`src/rtl/spu_alu_pkg.sv`:
```
// Shared widths, opcode constants and command/result records for the SPU ALU issue path.
package spu_alu_pkg;
  localparam int DATA_W = 8;
  localparam int OP_W   = 6;
  localparam int TAG_W  = 4;

  localparam logic [OP_W-1:0] OP_NOP = 6'd0;
  localparam logic [OP_W-1:0] OP_ADD = 6'd4;
  localparam logic [OP_W-1:0] OP_SUB = 6'd20;
  localparam logic [OP_W-1:0] OP_XOR = 6'd63;

  typedef struct packed {
    logic [OP_W-1:0]   op;
    logic [DATA_W-1:0] a;
    logic [DATA_W-1:0] b;
    logic [TAG_W-1:0]  tag;
  } alu_cmd_t;

  typedef struct packed {
    logic [DATA_W-1:0] data;
    logic [TAG_W-1:0]  tag;
  } alu_res_t;
endpackage

```
`src/rtl/alu_issue_ctrl_if.sv`:
```
// Decode command channel, ALU operand bus and writeback result channel of alu_issue_ctrl.
interface alu_issue_ctrl_if #(
  parameter int DATA_W = spu_alu_pkg::DATA_W,
  parameter int OP_W   = spu_alu_pkg::OP_W,
  parameter int TAG_W  = spu_alu_pkg::TAG_W
);
  logic              cmd_valid;
  logic              cmd_ready;
  logic [OP_W-1:0]   cmd_op;
  logic [DATA_W-1:0] cmd_a;
  logic [DATA_W-1:0] cmd_b;
  logic [TAG_W-1:0]  cmd_tag;
  logic [OP_W-1:0]   alu_opCode;
  logic [DATA_W-1:0] alu_inA;
  logic [DATA_W-1:0] alu_inB;
  logic [DATA_W-1:0] alu_dataOut;
  logic              res_valid;
  logic              res_ready;
  logic [DATA_W-1:0] res_data;
  logic [TAG_W-1:0]  res_tag;

  // controller side
  modport master (
    input  cmd_valid, cmd_op, cmd_a, cmd_b, cmd_tag, alu_dataOut, res_ready,
    output cmd_ready, alu_opCode, alu_inA, alu_inB, res_valid, res_data, res_tag
  );

  // decode / ALU / writeback side
  modport slave (
    output cmd_valid, cmd_op, cmd_a, cmd_b, cmd_tag, alu_dataOut, res_ready,
    input  cmd_ready, alu_opCode, alu_inA, alu_inB, res_valid, res_data, res_tag
  );
endinterface

```
`src/rtl/sync_fifo.sv`:
```
// Single-clock FIFO, power-of-2 depth, registered occupancy; no write-to-read bypass.
module sync_fifo #(
  parameter  int W     = 8,
  parameter  int DEPTH = 4,
  localparam int AW    = $clog2(DEPTH),
  localparam int CW    = AW + 1
) (
  input  logic          clk_fake,
  input  logic          rst_n,
  input  logic          push,
  input  logic [W-1:0]  wdata,
  input  logic          pop,
  output logic [W-1:0]  rdata,
  output logic [CW-1:0] count
);
  logic [DEPTH-1:0][W-1:0] mem;
  logic [AW-1:0] wr_ptr, rd_ptr;
  logic full, do_push, do_pop;

  assign full    = (count == CW'(DEPTH));
  assign do_push = push && !full;
  assign do_pop  = pop && (count != '0);
  assign rdata   = mem[rd_ptr];

  always_ff @(posedge clk_fake or negedge rst_n) begin
    if (!rst_n) begin
      mem    <= '0;
      wr_ptr <= '0;
      rd_ptr <= '0;
      count  <= '0;
    end else begin
      if (do_push) begin
        mem[wr_ptr] <= wdata;
        wr_ptr      <= wr_ptr + AW'(1);
      end
      if (do_pop) rd_ptr <= rd_ptr + AW'(1);
      count <= count + CW'(do_push) - CW'(do_pop);
    end
  end
endmodule

```
`src/rtl/alu_issue_ctrl.sv`:
```
// Credit-based ALU issue controller: command FIFO -> ALU -> tagged result FIFO.
// Optional build macro ALU_ISSUE_STATS_EN adds stat_issued / stat_stall counters.
module alu_issue_ctrl #(
  parameter int DATA_W    = spu_alu_pkg::DATA_W,
  parameter int OP_W      = spu_alu_pkg::OP_W,
  parameter int TAG_W     = spu_alu_pkg::TAG_W,
  parameter int CMD_DEPTH = 4,
  parameter int RES_DEPTH = 4,
  parameter int ALU_LAT   = 1
) (
  input  logic             clk_fake,
  input  logic             rst_n,
  alu_issue_ctrl_if.master bus,
  output logic             busy
`ifdef ALU_ISSUE_STATS_EN
 ,output logic [31:0]      stat_issued,
  output logic [31:0]      stat_stall
`endif
);
  import spu_alu_pkg::*;

  localparam int CMD_CW = $clog2(CMD_DEPTH) + 1;
  localparam int RES_CW = $clog2(RES_DEPTH) + 1;

  typedef struct packed {
    logic [OP_W-1:0]   op;
    logic [DATA_W-1:0] a;
    logic [DATA_W-1:0] b;
    logic [TAG_W-1:0]  tag;
  } cmd_t;

  typedef struct packed {
    logic [DATA_W-1:0] data;
    logic [TAG_W-1:0]  tag;
  } res_t;

  cmd_t cmd_in, cmd_head;
  res_t res_in, res_head;
  logic [CMD_CW-1:0] cmd_count;
  logic [RES_CW-1:0] res_count, credits;
  logic cmd_push, cmd_empty, issue, res_pop;
  logic [ALU_LAT-1:0]            vld_pipe;
  logic [ALU_LAT-1:0][TAG_W-1:0] tag_pipe;

  assign cmd_in        = '{op: bus.cmd_op, a: bus.cmd_a, b: bus.cmd_b, tag: bus.cmd_tag};
  assign bus.cmd_ready = (cmd_count < CMD_CW'(CMD_DEPTH));
  assign cmd_push      = bus.cmd_valid && bus.cmd_ready;
  assign cmd_empty     = (cmd_count == '0);
  // a credit is a reserved result FIFO slot, so a capture can never be refused
  assign issue         = !cmd_empty && (credits != '0);

  assign bus.res_valid = (res_count != '0);
  assign bus.res_data  = res_head.data;
  assign bus.res_tag   = res_head.tag;
  assign res_pop       = bus.res_valid && bus.res_ready;
  assign res_in        = '{data: bus.alu_dataOut, tag: tag_pipe[ALU_LAT-1]};

  assign busy = !cmd_empty || (|vld_pipe) || bus.res_valid;

  sync_fifo #(.W($bits(cmd_t)), .DEPTH(CMD_DEPTH)) u_cmd_fifo (
    .clk_fake (clk_fake),
    .rst_n    (rst_n),
    .push     (cmd_push),
    .wdata    (cmd_in),
    .pop      (issue),
    .rdata    (cmd_head),
    .count    (cmd_count)
  );

  sync_fifo #(.W($bits(res_t)), .DEPTH(RES_DEPTH)) u_res_fifo (
    .clk_fake (clk_fake),
    .rst_n    (rst_n),
    .push     (vld_pipe[ALU_LAT-1]),
    .wdata    (res_in),
    .pop      (res_pop),
    .rdata    (res_head),
    .count    (res_count)
  );

  always_ff @(posedge clk_fake or negedge rst_n) begin
    if (!rst_n) begin
      credits <= RES_CW'(RES_DEPTH);
    end else if (issue && !res_pop) begin
      credits <= credits - RES_CW'(1);
    end else if (!issue && res_pop) begin
      credits <= credits + RES_CW'(1);
    end
  end

  // operands hold between issues; only the opcode returns to NOP
  always_ff @(posedge clk_fake or negedge rst_n) begin
    if (!rst_n) begin
      bus.alu_opCode <= OP_W'(OP_NOP);
      bus.alu_inA    <= '0;
      bus.alu_inB    <= '0;
    end else if (issue) begin
      bus.alu_opCode <= cmd_head.op;
      bus.alu_inA    <= cmd_head.a;
      bus.alu_inB    <= cmd_head.b;
    end else begin
      bus.alu_opCode <= OP_W'(OP_NOP);
    end
  end

  always_ff @(posedge clk_fake or negedge rst_n) begin
    if (!rst_n) begin
      vld_pipe <= '0;
      tag_pipe <= '0;
    end else begin
      vld_pipe[0] <= issue;
      tag_pipe[0] <= cmd_head.tag;
      for (int i = 1; i < ALU_LAT; i++) begin
        vld_pipe[i] <= vld_pipe[i-1];
        tag_pipe[i] <= tag_pipe[i-1];
      end
    end
  end

`ifdef ALU_ISSUE_STATS_EN
  always_ff @(posedge clk_fake or negedge rst_n) begin
    if (!rst_n) begin
      stat_issued <= '0;
      stat_stall  <= '0;
    end else begin
      if (issue && (stat_issued != '1)) stat_issued <= stat_issued + 32'd1;
      if (!cmd_empty && (credits == '0) && (stat_stall != '1)) stat_stall <= stat_stall + 32'd1;
    end
  end
`endif
endmodule

```
`src/flat_wrapper.sv`:
```
// flat-port wrapper written by rule: the top's interface ports become plain ports
module alu_issue_ctrl_flat import spu_alu_pkg::*;
#(
  parameter int DATA_W    = spu_alu_pkg::DATA_W,
  parameter int OP_W      = spu_alu_pkg::OP_W,
  parameter int TAG_W     = spu_alu_pkg::TAG_W,
  parameter int CMD_DEPTH = 4,
  parameter int RES_DEPTH = 4,
  parameter int ALU_LAT   = 1
)
  (clk_fake, rst_n, busy, bus_cmd_valid, bus_cmd_op, bus_cmd_a, bus_cmd_b, bus_cmd_tag, bus_alu_dataOut, bus_res_ready, bus_cmd_ready, bus_alu_opCode, bus_alu_inA, bus_alu_inB, bus_res_valid, bus_res_data, bus_res_tag);
  alu_issue_ctrl_if #(.DATA_W(DATA_W), .OP_W(OP_W), .TAG_W(TAG_W)) bus_i ();
  input  logic clk_fake;
  input  logic rst_n;
  output logic busy;
  input wire logic [$bits(bus_i.cmd_valid)-1:0] bus_cmd_valid;
  input wire logic [$bits(bus_i.cmd_op)-1:0] bus_cmd_op;
  input wire logic [$bits(bus_i.cmd_a)-1:0] bus_cmd_a;
  input wire logic [$bits(bus_i.cmd_b)-1:0] bus_cmd_b;
  input wire logic [$bits(bus_i.cmd_tag)-1:0] bus_cmd_tag;
  input wire logic [$bits(bus_i.alu_dataOut)-1:0] bus_alu_dataOut;
  input wire logic [$bits(bus_i.res_ready)-1:0] bus_res_ready;
  output wire logic [$bits(bus_i.cmd_ready)-1:0] bus_cmd_ready;
  output wire logic [$bits(bus_i.alu_opCode)-1:0] bus_alu_opCode;
  output wire logic [$bits(bus_i.alu_inA)-1:0] bus_alu_inA;
  output wire logic [$bits(bus_i.alu_inB)-1:0] bus_alu_inB;
  output wire logic [$bits(bus_i.res_valid)-1:0] bus_res_valid;
  output wire logic [$bits(bus_i.res_data)-1:0] bus_res_data;
  output wire logic [$bits(bus_i.res_tag)-1:0] bus_res_tag;
  assign bus_i.cmd_valid = bus_cmd_valid;
  assign bus_i.cmd_op = bus_cmd_op;
  assign bus_i.cmd_a = bus_cmd_a;
  assign bus_i.cmd_b = bus_cmd_b;
  assign bus_i.cmd_tag = bus_cmd_tag;
  assign bus_i.alu_dataOut = bus_alu_dataOut;
  assign bus_i.res_ready = bus_res_ready;
  assign bus_cmd_ready = bus_i.cmd_ready;
  assign bus_alu_opCode = bus_i.alu_opCode;
  assign bus_alu_inA = bus_i.alu_inA;
  assign bus_alu_inB = bus_i.alu_inB;
  assign bus_res_valid = bus_i.res_valid;
  assign bus_res_data = bus_i.res_data;
  assign bus_res_tag = bus_i.res_tag;
  alu_issue_ctrl #(.DATA_W(DATA_W), .OP_W(OP_W), .TAG_W(TAG_W), .CMD_DEPTH(CMD_DEPTH), .RES_DEPTH(RES_DEPTH), .ALU_LAT(ALU_LAT)) u_core (.clk_fake(clk_fake), .rst_n(rst_n), .bus(bus_i), .busy(busy));
endmodule
```
`config.mk`:
```
export PLATFORM = sky130hd
export DESIGN_NAME = alu_issue_ctrl_flat
export DESIGN_NICKNAME = d
export VERILOG_FILES = /design/src/rtl/spu_alu_pkg.sv /design/src/rtl/alu_issue_ctrl_if.sv /design/src/rtl/sync_fifo.sv /design/src/rtl/alu_issue_ctrl.sv /design/src/flat_wrapper.sv
export SDC_FILE = /design/constraint.sdc
export NUM_CORES = 1
export LEC_CHECK = 0
export CORE_MARGIN = 4
export CORE_UTILIZATION = 40
export DETAILED_ROUTE_END_ITERATION = 8
export PLACE_DENSITY = 0.65
export SYNTH_ARGS = -nofsm -noshare
export SYNTH_HDL_FRONTEND = slang
export SYNTH_SLANG_ARGS = --single-unit
```
`constraint.sdc`:
```
create_clock -name clk_fake -period 2.7 [get_ports clk_fake]
set_input_delay 0.675 -clock clk_fake [delete_from_list [all_inputs] [get_ports clk_fake]]
set_output_delay 0.675 -clock clk_fake [all_outputs]
set_load 0.005 [all_outputs]
```
---- Word level (Yosys, flattened, before mapping) ----
Index checks and enable logic that the tools add are counted.
word-level totals
  logic and storage cells ................. 75
  bits in registers ....................... 196
  bits of input ports ..................... 38
  output and inout port bits .............. 37
cells by class
  $lt $le $gt $ge ......................... 7
  equality and inequality tests ........... 2
  reductions and logical operators ........ 23
  multiplexer cells ....................... 13
  add/subtract/negate cells ............... 10
operators by type and width
  kind                 number
  $bwmux 104           1
  $bmux 26 s2          1
  $demux 26 s2         1
  $mux 26              2
  $bwmux 48            1
  $bmux 12 s2          1
  $demux 12 s2         1
  $mux 12              2
  $lt 2x3->1 const B   4
  $logic_and 1x1->1    11
  $reduce_bool 3->1    3
  $add 2x1->2 const B  4
  $add 3x1->3          2
  $eq 3x3->1 const B   2
  $mux 3               2
  $mux 6               1
  $sub 3x1->3          2
  $logic_not 1->1      5
  $ge 2x1->1 const B   2
  $add 3x1->3 const B  1
  $logic_not 3->1      1
  $lt 3x3->1 const B   1
  $sub 3x1->3 const B  1
  $logic_or 1x1->1     2
  $reduce_bool 2->1    1

---- Logic depth before layout (Yosys ltp) ----
Gate-level depths: netlist (run 1).
  word-level depth ........................ 7
  depth in mapped cells ................... 11

---- Cells and area by module ----
A second synthesis (run 1) with hierarchy kept.
unflattened totals
  cells, all modules ...................... 1087
  area total of the unflattened synthesis .. 12680.9 um^2
by module, submodules not included
  module                          cells an instance  area an instance (um^2)  times used
  sync_fifo at u_core.u_cmd_fifo  683                7792.5                   1
  sync_fifo at u_core.u_res_fifo  331                3697.3                   1
  alu_issue_ctrl                  73                 1191.1                   1

---- Least setup slack after synthesis (run 1) ----
Ideal clock, no wire load.
  kind .................................... register to register
  start point ............................. register u_core.u_cmd_fifo.count[2]
  end point ............................... register u_core.u_cmd_fifo.count[2]
  period minus slack after synthesis ...... 2378 ps
  setup time .............................. 123 ps
  stages on the path, launching flop included .. 12
  data arrival time ....................... 2254 ps
  path slack .............................. 322 ps
  cell sequence ........................... dfrtp_1 -> or3_4 -> o31a_1 -> buf_6 -> buf_6 -> ha_1 -> inv_1 -> ha_1 -> inv_1 -> fa_1 -> xnor2_1 -> xnor2_1
between the ends
  cells in the longest elaborated chain, start to end .. 5
  elaborated cells on any way between the ends .. 12
  those cells by class .................... add/sub (2); order compare (1); eq/ne (1); reduce/logical (8)
ends and longest elaborated chain
  what                    line                  source
  start, declared         sync_fifo.sv:14       output logic [CW-1:0] count
  start signal, assigned  sync_fifo.sv:37       count <= count + CW'(do_push) - CW'(do_pop);
  $logic_not 3->1         alu_issue_ctrl.sv:48  assign cmd_empty = (cmd_count == '0);
  $logic_not 1->1         alu_issue_ctrl.sv:50  assign issue = !cmd_empty && (credits != '0);
  $logic_and 1x1->1       alu_issue_ctrl.sv:50
  named net u_core.issue  alu_issue_ctrl.sv:41  logic cmd_push, cmd_empty, issue, res_pop;
  $logic_and 1x1->1       sync_fifo.sv:22       assign do_pop = pop && (count != '0);
  $sub 3x1->3             sync_fifo.sv:37
The timed path passes the listed nets, and every way through them passes these cells.
A chain may end at the register's enable or synchronous reset.

---- Worst setup path after layout (run 1) ----
  start point ............................. register u_core.u_res_fifo.rd_ptr[0]
  end point ............................... output port bus_res_tag[3]
between the ends
  cells in the longest elaborated chain, start to end .. 2
ends and longest elaborated chain
  what                           line                source
  start, declared                sync_fifo.sv:17     logic [AW-1:0] wr_ptr, rd_ptr;
  start signal, assigned         sync_fifo.sv:36     if (do_pop) rd_ptr <= rd_ptr + AW'(1);
  $bmux 12 s2                    sync_fifo.sv:23     assign rdata = mem[rd_ptr];
  $mux 12 (not written as such)  sync_fifo.sv:23
  end, declared                  flat_wrapper.sv:29  output wire logic [$bits(bus_i.res_tag)-1:0] bus_res_tag;
No other way between the ends. The select of a mux whose other input is x is not followed.

==> impl_metrics.yaml, run 1 <==
sta:
  timing.setup.tns_ns: 0
  worst_pin_slew_ns: 0.753
  final.setup.worst_slack_ns: 0.0556
  grt_setup_unrepaired: "yes"
  relative_slew_slack: 0.497
  report.final.hold_viol_count: 0
  finalCriticalPeriod_ns: 2.64
  timing.final.max_slew_violations: 0
  post-route-period-util: 0.979
  worst_clock_skew_ns: 0.0111
  finalSetupViolations: 0
  max_freq_ghz: 0.378
critical_path:
  cp_max_fo: 6
  endpoint_kind: "output port"
  critPathArrivalTime_ns: 1.97
  worst_setup_path_start_kind: "flop"
  criticalPathCategory: "flop to output port"
  cp_data_required_time_ns: 2.03
cts:
  cts-htree-levels: 4
  ctsLongestPathBuffers: 2
  cts.root.buffer_cell: "sky130_fd_sc_hd__clkbuf_16"
  clock-sinks: 196
  tritoncts: "done"
  numCtsBuffers: 17
  count_of_hold_buffers_inserted_by_post_cts_repair: 0
  path_clk_slew_ns: 0.07
  clock_insertion_delay_worst_skew_ns: 0.42
placed_design:
  place.gp.congestion: 0.712
  detailed_place_hpwl_mm: 10.8
  place.detailed.instances: 839
  place.port_buffers: 74
  dp_slack_ns: 0.0198
  placed_area_um2: 9550
grt:
  grt_overflow: 0
  global_route.usage.met1: 0.187
  grt.total_usage: 0.148
  use_met3: 0.0379
  grt_antenna_before_repair: 1
  first_pass_grt_wire_length_mm: 27.6
  met2_usage_grt: 0.254
  pin_count_of_the_biggest_net_entering_global_routing: 78
  grt.busiest_layer: "met2"
  first_global_vias: 5199
logic_synthesis:
  netlist_area_um2: 8450
  synth-edff-count: 0
  synth_seq_cells: 196
  yosys_top_cell_by_area: "sky130_fd_sc_hd__dfrtp_1"
  yosysSeqAreaShare: 0.581
  synth_top_area_frac: 0.578
  post_synth.cell_area_avg_um2: 16.9
  net_count_after_synthesis: 555
  synth.yosys.warnings: 0
  postSynthCellCount: 501
  synth.most_common_cell: "sky130_fd_sc_hd__dfrtp_1"
  synth_common_cells: "sky130_fd_sc_hd__dfrtp_1, sky130_fd_sc_hd__mux2_2, sky130_fd_sc_hd__mux4_2"
  post_synth_top_flop: "sky130_fd_sc_hd__dfrtp_1"
  async_flop_share: 1.00
  netlist-cell-type-count: 29
  biggest_area_contributors_in_the_synthesized_netlist: "sky130_fd_sc_hd__dfrtp_1, sky130_fd_sc_hd__mux2_2, sky130_fd_sc_hd__mux4_2, sky130_fd_sc_hd__mux2_4, sky130_fd_sc_hd__ha_1"
floorplan:
  fp.dieH_um: 153
  die-area_um2: 23500
  die_width_um: 153
  io_pins: 75
  core_region_area_um2: 20500
  floorplan.initialDensity: 0.412
  rows: 52
final_layout:
  flow.area_growth_from_synthesis_pct: 20.3
  finish.utilization: 0.496
  final_nets: 644
  layout.cells.non_filler: 873
  insertedDiodeCount: 0
  final_layout_size_suffix_gt1_frac: 0.446
  final_design_area_no_fill_um2: 10200
run:
  timing.max_cap.violations: 0
min_path:
  hp-class: "input pin to asynchronous set/reset pin"
route:
  vias_per_cell: 5.15
  final_antenna_net_count: 0
  wire_per_inst_um: 19.1
  drcViolationCount: 0
  detailedRoute.firstIterationViolations: 110
  vias: 4493
  totalWireLength_mm: 16.7
  drt_pass1_iterations: 4
run_status:
  outcome: "finished clean"
power:
  leakagePower_uw: 0.00438
  power.density_nw_per_um2: 1320
  peakVddDrop_mv: 0.576
[layout by cell type, fill, tap and decap left out, types with 2 or more instances in the layout]
cell type / instances
sky130_fd_sc_hd__or3_4: 2
sky130_fd_sc_hd__buf_12: 3
sky130_fd_sc_hd__buf_4: 18
sky130_fd_sc_hd__clkinv_4: 4
sky130_fd_sc_hd__nand2_1: 3
sky130_fd_sc_hd__nand3_1: 5
sky130_fd_sc_hd__fa_1: 3
sky130_fd_sc_hd__clkinv_2: 3
sky130_fd_sc_hd__and2_1: 6
sky130_fd_sc_hd__inv_1: 16
sky130_fd_sc_hd__clkbuf_8: 4
sky130_fd_sc_hd__nand2_2: 4
sky130_fd_sc_hd__mux2_4: 12
sky130_fd_sc_hd__ha_1: 13
sky130_fd_sc_hd__xnor2_1: 9
sky130_fd_sc_hd__clkbuf_16: 17
sky130_fd_sc_hd__bufinv_16: 2
sky130_fd_sc_hd__xor2_1: 4
sky130_fd_sc_hd__mux2_2: 157
sky130_fd_sc_hd__clkdlybuf4s50_1: 72
sky130_fd_sc_hd__mux4_2: 38
sky130_fd_sc_hd__dfrtp_1: 194
[through the flow]
step	hold WS, ns	power [uW]
5_1_grt	0.320	14400
6_report	0.270	13500
2_1_floorplan	0.379	9180
3_3_place_gp	0.481	10700
3_5_place_dp	0.488	11100
4_1_cts	0.292	13700
[final cells by class]
| cell class | count | area, um^2 |
|---|---|---|
| fill | 1735 | 10300 |
| sequential | 196 | 4910 |
| multi-input combinational | 264 | 3320 |
| timing repair buffer | 95 | 938 |
| clock buffer | 21 | 470 |
| tap | 270 | 338 |
| clock inverter | 11 | 126 |
| inverter | 16 | 60.1 |
[report_power, final]
part | total [uW] | leakage [uW] | switching, uW | internal [uW]
clock | 2540 | 0.000293 | 1100 | 1440
sequential | 5300 | 0.00234 | 814 | 4490
combinational | 5620 | 0.00174 | 2020 | 3600
[registers in the layout (all words and copies together), names as in the netlist]
name,cells
u_core.u_cmd_fifo.rd_ptr,2
u_core.u_res_fifo.wr_ptr,2
u_core.bus.alu_inB,8
u_core.bus.alu_opCode,6
u_core.u_cmd_fifo.wr_ptr,2
u_core.u_res_fifo.count,3
u_core.vld_pipe,1
u_core.credits,3
u_core.u_cmd_fifo.mem,104
u_core.tag_pipe,4
u_core.bus.alu_inA,8
u_core.u_cmd_fifo.count,3
u_core.u_res_fifo.mem,48
u_core.u_res_fifo.rd_ptr,2
[critical path: stages (launching register included)]
cell and delay (ns):
sky130_fd_sc_hd__dfrtp_1 0.34, sky130_fd_sc_hd__buf_4 0.19, sky130_fd_sc_hd__mux4_2 0.55, sky130_fd_sc_hd__clkdlybuf4s50_1 0.47
[path summary, 6_finish.rpt]
kind | from | endpoint | slack [ns] | cells past startpoint
max | u_core.u_res_fifo.rd_ptr[0]$_DFFE_PN0P_ | bus_res_tag[3] | 0.06 | 3
min | rst_n | u_core.u_res_fifo.count[0]$_DFF_PN0_ | 0.27 | 1
max reg2reg | u_core.u_res_fifo.count[1]$_DFF_PN0_ | u_core.u_res_fifo.count[2]$_DFF_PN0_ | 0.42 | 9
min reg2reg | u_core.u_cmd_fifo.mem[60]$_DFFE_PN0P_ | u_core.u_cmd_fifo.mem[60]$_DFFE_PN0P_ | 0.50 | 1
max in group asynchronous | rst_n | u_core.u_cmd_fifo.rd_ptr[0]$_DFFE_PN0P_ | 1.64 | 2
min in group clk_fake | u_core.u_cmd_fifo.mem[60]$_DFFE_PN0P_ | u_core.u_cmd_fifo.mem[60]$_DFFE_PN0P_ | 0.50 | 1
[cells by family (layout without fill, tap and decap cells)]
| family | count (synthesis) | in the layout | share of synthesized area |
|---|---|---|---|
| AOI/OAI and AO/OA | 3 | 3 | 0.00281 |
| xor gates and xnor gates | 13 | 13 | 0.0135 |
| adders and majority gates | 16 | 16 | 0.0264 |
| buffers and inverters | 41 | 143 | 0.0270 |
| DFF | 196 | 196 | 0.581 |
| muxes | 208 | 208 | 0.333 |
| and+or+nand+nor | 24 | 24 | 0.0167 |
[metal layers]
| metal | up-vias | wire length, um |
|---|---|---|
| met5 | - | 12 |
| met4 | 2 | 235 |
| met3 | 21 | 730 |
| met2 | 79 | 8690 |
| met1 | 2399 | 7040 |
| li1 | 1992 | - |
[repair_timing]
item	CTS	global route
setup endpoints to repair	1	11
setup buffers	2	0
resized for setup	2	0
No activity file was read; power rests on OpenSTA's default activity.
==> inputs of run 2 (changes only) <==
--- a/config.mk
+++ b/config.mk
@@ -5,10 +5,12 @@
 export SDC_FILE = /design/constraint.sdc
 export NUM_CORES = 1
 export LEC_CHECK = 0
+export ABC_AREA = 1
 export CORE_MARGIN = 4
 export CORE_UTILIZATION = 40
 export DETAILED_ROUTE_END_ITERATION = 8
 export PLACE_DENSITY = 0.65
+export SLEW_MARGIN = 30
 export SYNTH_ARGS = -nofsm -noshare
 export SYNTH_HDL_FRONTEND = slang
 export SYNTH_SLANG_ARGS = --single-unit
==> impl_metrics.yaml, run 2 <==
run_status:
  outcome: "finished clean"
cts:
  numCtsBuffers: 17
  cts-htree-levels: 4
  clock-sinks: 196
  path_clk_slew_ns: 0.08
  cts.root.buffer_cell: "sky130_fd_sc_hd__clkbuf_16"
  ctsLongestPathBuffers: 2
  clock_insertion_delay_worst_skew_ns: 0.44
  count_of_hold_buffers_inserted_by_post_cts_repair: 0
  tritoncts: "done"
sta:
  worst_pin_slew_ns: 0.636
  finalCriticalPeriod_ns: 2.61
  finalSetupViolations: 0
  max_freq_ghz: 0.384
  post-route-period-util: 0.965
  timing.setup.tns_ns: 0
  grt_setup_unrepaired: "no"
  timing.final.max_slew_violations: 0
  worst_clock_skew_ns: 0.0143
  relative_slew_slack: 0.576
  final.setup.worst_slack_ns: 0.0942
  report.final.hold_viol_count: 0
final_layout:
  finish.utilization: 0.471
  largest_register: "u_core.u_cmd_fifo.mem"
  largest_registers: "u_core.u_cmd_fifo.mem x104, u_core.u_res_fifo.mem x48"
  fillers: 2202
  area_occupied_by_multi_input_gates_um2: 3340
  insertedDiodeCount: 0
  layout.cells.non_filler: 1435
  final_design_area_no_fill_um2: 10600
  layout_common_cells: "sky130_fd_sc_hd__nand2_1, sky130_fd_sc_hd__dfrtp_1, sky130_fd_sc_hd__inv_1"
  final_layout_size_suffix_gt1_frac: 0.0635
  max_ffs_per_register: 104
  flow.area_growth_from_synthesis_pct: 16.1
  final_common_cell: "sky130_fd_sc_hd__nand2_1"
  ff_latch_area_um2: 4910
  final_nets: 1191
logic_synthesis:
  biggest_area_contributors_in_the_synthesized_netlist: "sky130_fd_sc_hd__dfrtp_1, sky130_fd_sc_hd__nand2_1, sky130_fd_sc_hd__o21ai_0, sky130_fd_sc_hd__inv_1, sky130_fd_sc_hd__nand4_1"
  postSynthCellCount: 1090
  synth_top_area_frac: 0.532
  yosysSeqAreaShare: 0.535
  netlist_area_um2: 9170
  netlist-cell-type-count: 28
  post_synth.cell_area_avg_um2: 8.41
  net_count_after_synthesis: 1144
  synth-edff-count: 0
  async_flop_share: 1.00
  synth_common_cells: "sky130_fd_sc_hd__nand2_1, sky130_fd_sc_hd__dfrtp_1, sky130_fd_sc_hd__inv_1"
  synth.most_common_cell: "sky130_fd_sc_hd__nand2_1"
  yosys_top_cell_by_area: "sky130_fd_sc_hd__dfrtp_1"
  synth_seq_cells: 196
  synth.yosys.warnings: 0
  post_synth_top_flop: "sky130_fd_sc_hd__dfrtp_1"
critical_path:
  critPathTopFamily: "buffers and inverters"
  endpoint_kind: "output port"
  worst_setup_path_start_kind: "flop"
  cp_data_required_time_ns: 2.03
  timing.critical_path.cells: "buf_4 > o21ai_0 > o22ai_1 > clkdlybuf4s50_1"
  worstReg2RegStart: "u_core.credits[2]$_DFFE_PN1P_"
  max_stage_delay_ns: 0.53
  cp_max_fo: 12
  critPathArrivalTime_ns: 1.93
  reg2regPathDepth: 12
  crit-reg2reg-capture: "u_core.credits[2]$_DFFE_PN1P_"
  criticalPathCategory: "flop to output port"
  ff2ff_setup_slack_ns: 0.53
  critPathSlowestCell: "sky130_fd_sc_hd__clkdlybuf4s50_1"
  critPathBufInv: 2
floorplan:
  core_region_area_um2: 22600
  die-area_um2: 25400
  die_width_um: 159
  rows: 55
  io_pins: 75
  fp.dieH_um: 159
  floorplan.initialDensity: 0.406
grt:
  grt.busiest_layer: "met2"
  met2_usage_grt: 0.265
  grt_antenna_before_repair: 0
  first_pass_grt_wire_length_mm: 35.1
  grt.total_usage: 0.166
  pin_count_of_the_biggest_net_entering_global_routing: 74
  first_global_vias: 6825
  grt_overflow: 0
  global_route.usage.met1: 0.236
  use_met3: 0.0280
route:
  totalWireLength_mm: 20.3
  drt_pass1_iterations: 5
  vias_per_cell: 4.92
  wire_per_inst_um: 14.1
  detailedRoute.firstIterationViolations: 476
  final_antenna_net_count: 0
  drcViolationCount: 0
  vias: 7058
power:
  power.density_nw_per_um2: 1270
  leakagePower_uw: 0.00543
  peakVddDrop_mv: 0.433
placed_design:
  place.gp.congestion: 0.761
  dp_slack_ns: 0.0825
  placed_area_um2: 9990
  detailed_place_hpwl_mm: 12.4
  place.detailed.instances: 1402
  place.port_buffers: 74
run:
  timing.max_cap.violations: 0
min_path:
  hp-class: "input pin to asynchronous set/reset pin"
[run 2: power breakdown]
part | internal (uW) | switching, uW
sequential | 4340 | 771
clock | 1440 | 1220
combinational | 2350 | 3430
total | 8120 | 5420
[run 2: worst max-delay path by stage]
stage | from | end | slack (ns) | cells past startpoint
global placement | bus_cmd_valid | u_core.u_cmd_fifo.count[2]$_DFF_PN0_ | 0.14 | 9
detailed placement | bus_cmd_valid | u_core.u_cmd_fifo.count[2]$_DFF_PN0_ | 0.08 | 9
floorplan | u_core.credits[2]$_DFFE_PN1P_ | u_core.u_cmd_fifo.count[2]$_DFF_PN0_ | 0.54 | 12
global route | u_core.u_res_fifo.rd_ptr[0]$_DFFE_PN0P_ | bus_res_data[2] | 0.005 | 4
finish | u_core.u_res_fifo.rd_ptr[1]$_DFFE_PN0P_ | bus_res_data[7] | 0.09 | 4
CTS | u_core.u_res_fifo.rd_ptr[0]$_DFFE_PN0P_ | bus_res_data[4] | 0.01 | 5
[run 2: routing by layer]
| layer | wire [um] | share of wire | vias to the layer above |
|---|---|---|---|
| li1 | - | - | 3543 |
| met1 | 9870 | 0.49 | 3378 |
| met2 | 9410 | 0.46 | 120 |
| met3 | 762 | 0.038 | 17 |
| met4 | 216 | 0.011 | 0 |
| met5 | 0 | 0 | - |
[run 2: what timing repair did]
item | in CTS | in global routing
setup buffers | 0 | 1
endpoints found under the setup margin | 0 | 12
resized for setup | 0 | 5
[run 2: per-stage QoR]
stage	power, uW	hold slack (ns)
after global placement	10800	0.448
after global routing	14800	0.298
after floorplan	9160	0.379
after CTS	13700	0.267
final	13500	0.236
after detailed placement	11000	0.454
[run 2: area by class of cell]
cell class / count / area share
inverter: 128 / 0.0462
clock inverter: 14 / 0.0172
clock buffer: 18 / 0.0413
tap: 285 / 0.0335
multi-input combinational: 701 / 0.314
sequential: 196 / 0.461
timing repair buffer: 93 / 0.0871
[run 2: cells by family after synthesis]
group | synth area share
and+or+nand+nor | 0.235
DFF | 0.535
xor gates and xnor gates | 0.0115
AOI/OAI and AO/OA | 0.0931
adders and majority gates | 0.0243
buffers and inverters | 0.101
==> inputs of run 3 (changes only) <==
--- a/config.mk
+++ b/config.mk
@@ -9,7 +9,8 @@
 export CORE_MARGIN = 4
 export CORE_UTILIZATION = 40
 export DETAILED_ROUTE_END_ITERATION = 8
-export PLACE_DENSITY = 0.65
+export DONT_BUFFER_PORTS = 1
+export PLACE_DENSITY = 0.6
 export SLEW_MARGIN = 30
 export SYNTH_ARGS = -nofsm -noshare
 export SYNTH_HDL_FRONTEND = slang
==> impl_metrics.yaml, run 3 (same netlist as run 2, synthesis figures left out) <==
run_status:
  outcome: "finished, violations left"
  failed_checks: "negative hold slack"
power:
  combinationalPowerShare: 0.390
  netSwitchingFraction: 0.416
  peakVddDrop_mv: 0.490
  clockPowerShare: 0.206
  seq_power_share: 0.404
  internal_power_uw: 7480
  leakagePower_uw: 0.00508
  power.density_nw_per_um2: 1310
  p_switching_uw: 5340
cts:
  numCtsBuffers: 17
  cts-resized-gates: 0
  clock_insertion_delay_worst_skew_ns: 0.44
  ctsLongestPathBuffers: 2
  cts-htree-levels: 4
  cts.root.buffer_cell: "sky130_fd_sc_hd__clkbuf_16"
  cts_post_setup_buffers_inserted: 0
  path_clk_slew_ns: 0.08
  clock-sinks: 196
  tritoncts: "done"
critical_path:
  timing.critical_path.cells: "inv_1 > o21ai_0 > o22ai_1"
  critPathSlowestCell: "sky130_fd_sc_hd__dfrtp_1"
  crit-reg2reg-capture: "u_core.u_res_fifo.count[2]$_DFF_PN0_"
  max_stage_delay_ns: 0.58
  cp_data_required_time_ns: 2.03
  worstReg2RegStart: "u_core.u_res_fifo.count[0]$_DFF_PN0_"
  critPathTopFamily: "flip-flops"
  worst_setup_path_start_kind: "flop"
  critPathBufInv: 1
  critPathArrivalTime_ns: 1.79
  endpoint_kind: "output port"
  criticalPathCategory: "flop to output port"
  ff2ff_setup_slack_ns: 0.40
  cp_max_fo: 15
  reg2regPathDepth: 10
final_layout:
  largest_register: "u_core.u_cmd_fifo.mem"
  area_occupied_by_multi_input_gates_um2: 3340
  flow.area_growth_from_synthesis_pct: 6.87
  finish.utilization: 0.434
  insertedDiodeCount: 0
  max_ffs_per_register: 104
  fillers: 2266
  final_layout_size_suffix_gt1_frac: 0.0608
  final_common_cell: "sky130_fd_sc_hd__nand2_1"
  largest_registers: "u_core.u_cmd_fifo.mem x104, u_core.u_res_fifo.mem x48"
  final_design_area_no_fill_um2: 9790
  final_nets: 1110
  ff_latch_area_um2: 4910
  layout_common_cells: "sky130_fd_sc_hd__nand2_1, sky130_fd_sc_hd__dfrtp_1, sky130_fd_sc_hd__inv_1"
placed_design:
  placed_area_um2: 9180
  dp_slack_ns: 0.383
  place.port_buffers: 0
  place.gp.congestion: 0.771
  detailed_place_hpwl_mm: 12.0
sta:
  max_freq_ghz: 0.406
  timing.setup.tns_ns: 0
  hold-worst-slack_ns: -0.0722
  finalCriticalPeriod_ns: 2.47
  grt_setup_unrepaired: "no"
  report.final.hold_viol_count: 181
  worst_clock_skew_ns: 0.0125
  final.setup.worst_slack_ns: 0.235
  post-route-period-util: 0.913
  worst_pin_slew_ns: 0.723
  finalSetupViolations: 0
  timing.final.max_slew_violations: 0
  relative_slew_slack: 0.518
floorplan:
  die-area_um2: 25400
  floorplan.initialDensity: 0.406
  die_width_um: 159
  io_pins: 75
  fp.dieH_um: 159
  core_region_area_um2: 22600
  rows: 55
route:
  drt_pass1_iterations: 5
  wire_per_inst_um: 15.3
  totalWireLength_mm: 20.7
  vias: 6730
  final_antenna_net_count: 0
  drcViolationCount: 0
  vias_per_cell: 4.97
  detailedRoute.firstIterationViolations: 572
grt:
  grt_overflow: 0
  grt_antenna_before_repair: 0
  grt.total_usage: 0.169
  pin_count_of_the_biggest_net_entering_global_routing: 197
  first_global_vias: 6517
  first_pass_grt_wire_length_mm: 35.1
min_path:
  hp-class: "input pin to asynchronous set/reset pin"
run:
  timing.max_cap.violations: 0
## run 3: how the worst max path moves through the flow
| stage | startpoint | endpoint | slack [ns] | cells after the start |
|---|---|---|---|---|
| floorplan | u_core.credits[2]$_DFFE_PN1P_ | u_core.u_cmd_fifo.count[2]$_DFF_PN0_ | 0.54 | 12 |
| global placement | bus_res_ready | u_core.u_res_fifo.count[2]$_DFF_PN0_ | 0.49 | 8 |
| detailed placement | u_core.u_res_fifo.count[0]$_DFF_PN0_ | u_core.u_res_fifo.count[2]$_DFF_PN0_ | 0.38 | 10 |
| CTS | u_core.u_res_fifo.rd_ptr[1]$_DFFE_PN0P_ | bus_res_tag[3] | 0.20 | 3 |
| global route | u_core.u_res_fifo.rd_ptr[0]$_DFFE_PN0P_ | bus_res_tag[3] | 0.08 | 3 |
| finish | u_core.u_res_fifo.rd_ptr[1]$_DFFE_PN0P_ | bus_res_tag[3] | 0.23 | 3 |
## run 3: cell type report
cell class,count,share of cell area
inverters,128,0.0498
repair buffers,12,0.00920
multi-input cells,701,0.341
clock inverters,15,0.0195
well taps,285,0.0364
flip-flops and latches,196,0.501
clock buffers,17,0.0434
## run 3: power groups by stage
stage / clock (uW) / sequential, uW / combinational [uW]
floorplan: 0 / 4940 / 4220
global placement: 0 / 5190 / 4980
detailed placement: 0 / 5220 / 5060
CTS: 2730 / 5180 / 5080
global route: 2830 / 5360 / 5870
finish: 2640 / 5180 / 5000
## run 3: through the flow
step / total power, uW / cells
floorplan: 9160 / 1090
global placement: 10200 / 1322
detailed placement: 10300 / 1322
CTS: 13000 / 1354
global route: 14100 / 1354
finish: 12800 / 1354
## run 3: worst reg2reg max path, cell delays in order (launching register included)
cell and delay [ns]:
sky130_fd_sc_hd__dfrtp_1 0.39, sky130_fd_sc_hd__inv_1 0.13, sky130_fd_sc_hd__nand3_1 0.14, sky130_fd_sc_hd__nand2_1 0.20, sky130_fd_sc_hd__inv_1 0.07, sky130_fd_sc_hd__ha_1 0.27
sky130_fd_sc_hd__inv_1 0.04, sky130_fd_sc_hd__ha_1 0.20, sky130_fd_sc_hd__fa_1 0.42, sky130_fd_sc_hd__xnor2_1 0.20, sky130_fd_sc_hd__xor2_1 0.18
## run 3: per-layer routing
metal | vias up | routed length, um | global-route usage
met5 | - | 0 | 0
met3 | 8 | 935 | 0.0435
met1 | 3212 | 10200 | 0.237
li1 | 3390 | - | -
met4 | 0 | 125 | 0.0343
met2 | 120 | 9430 | 0.267
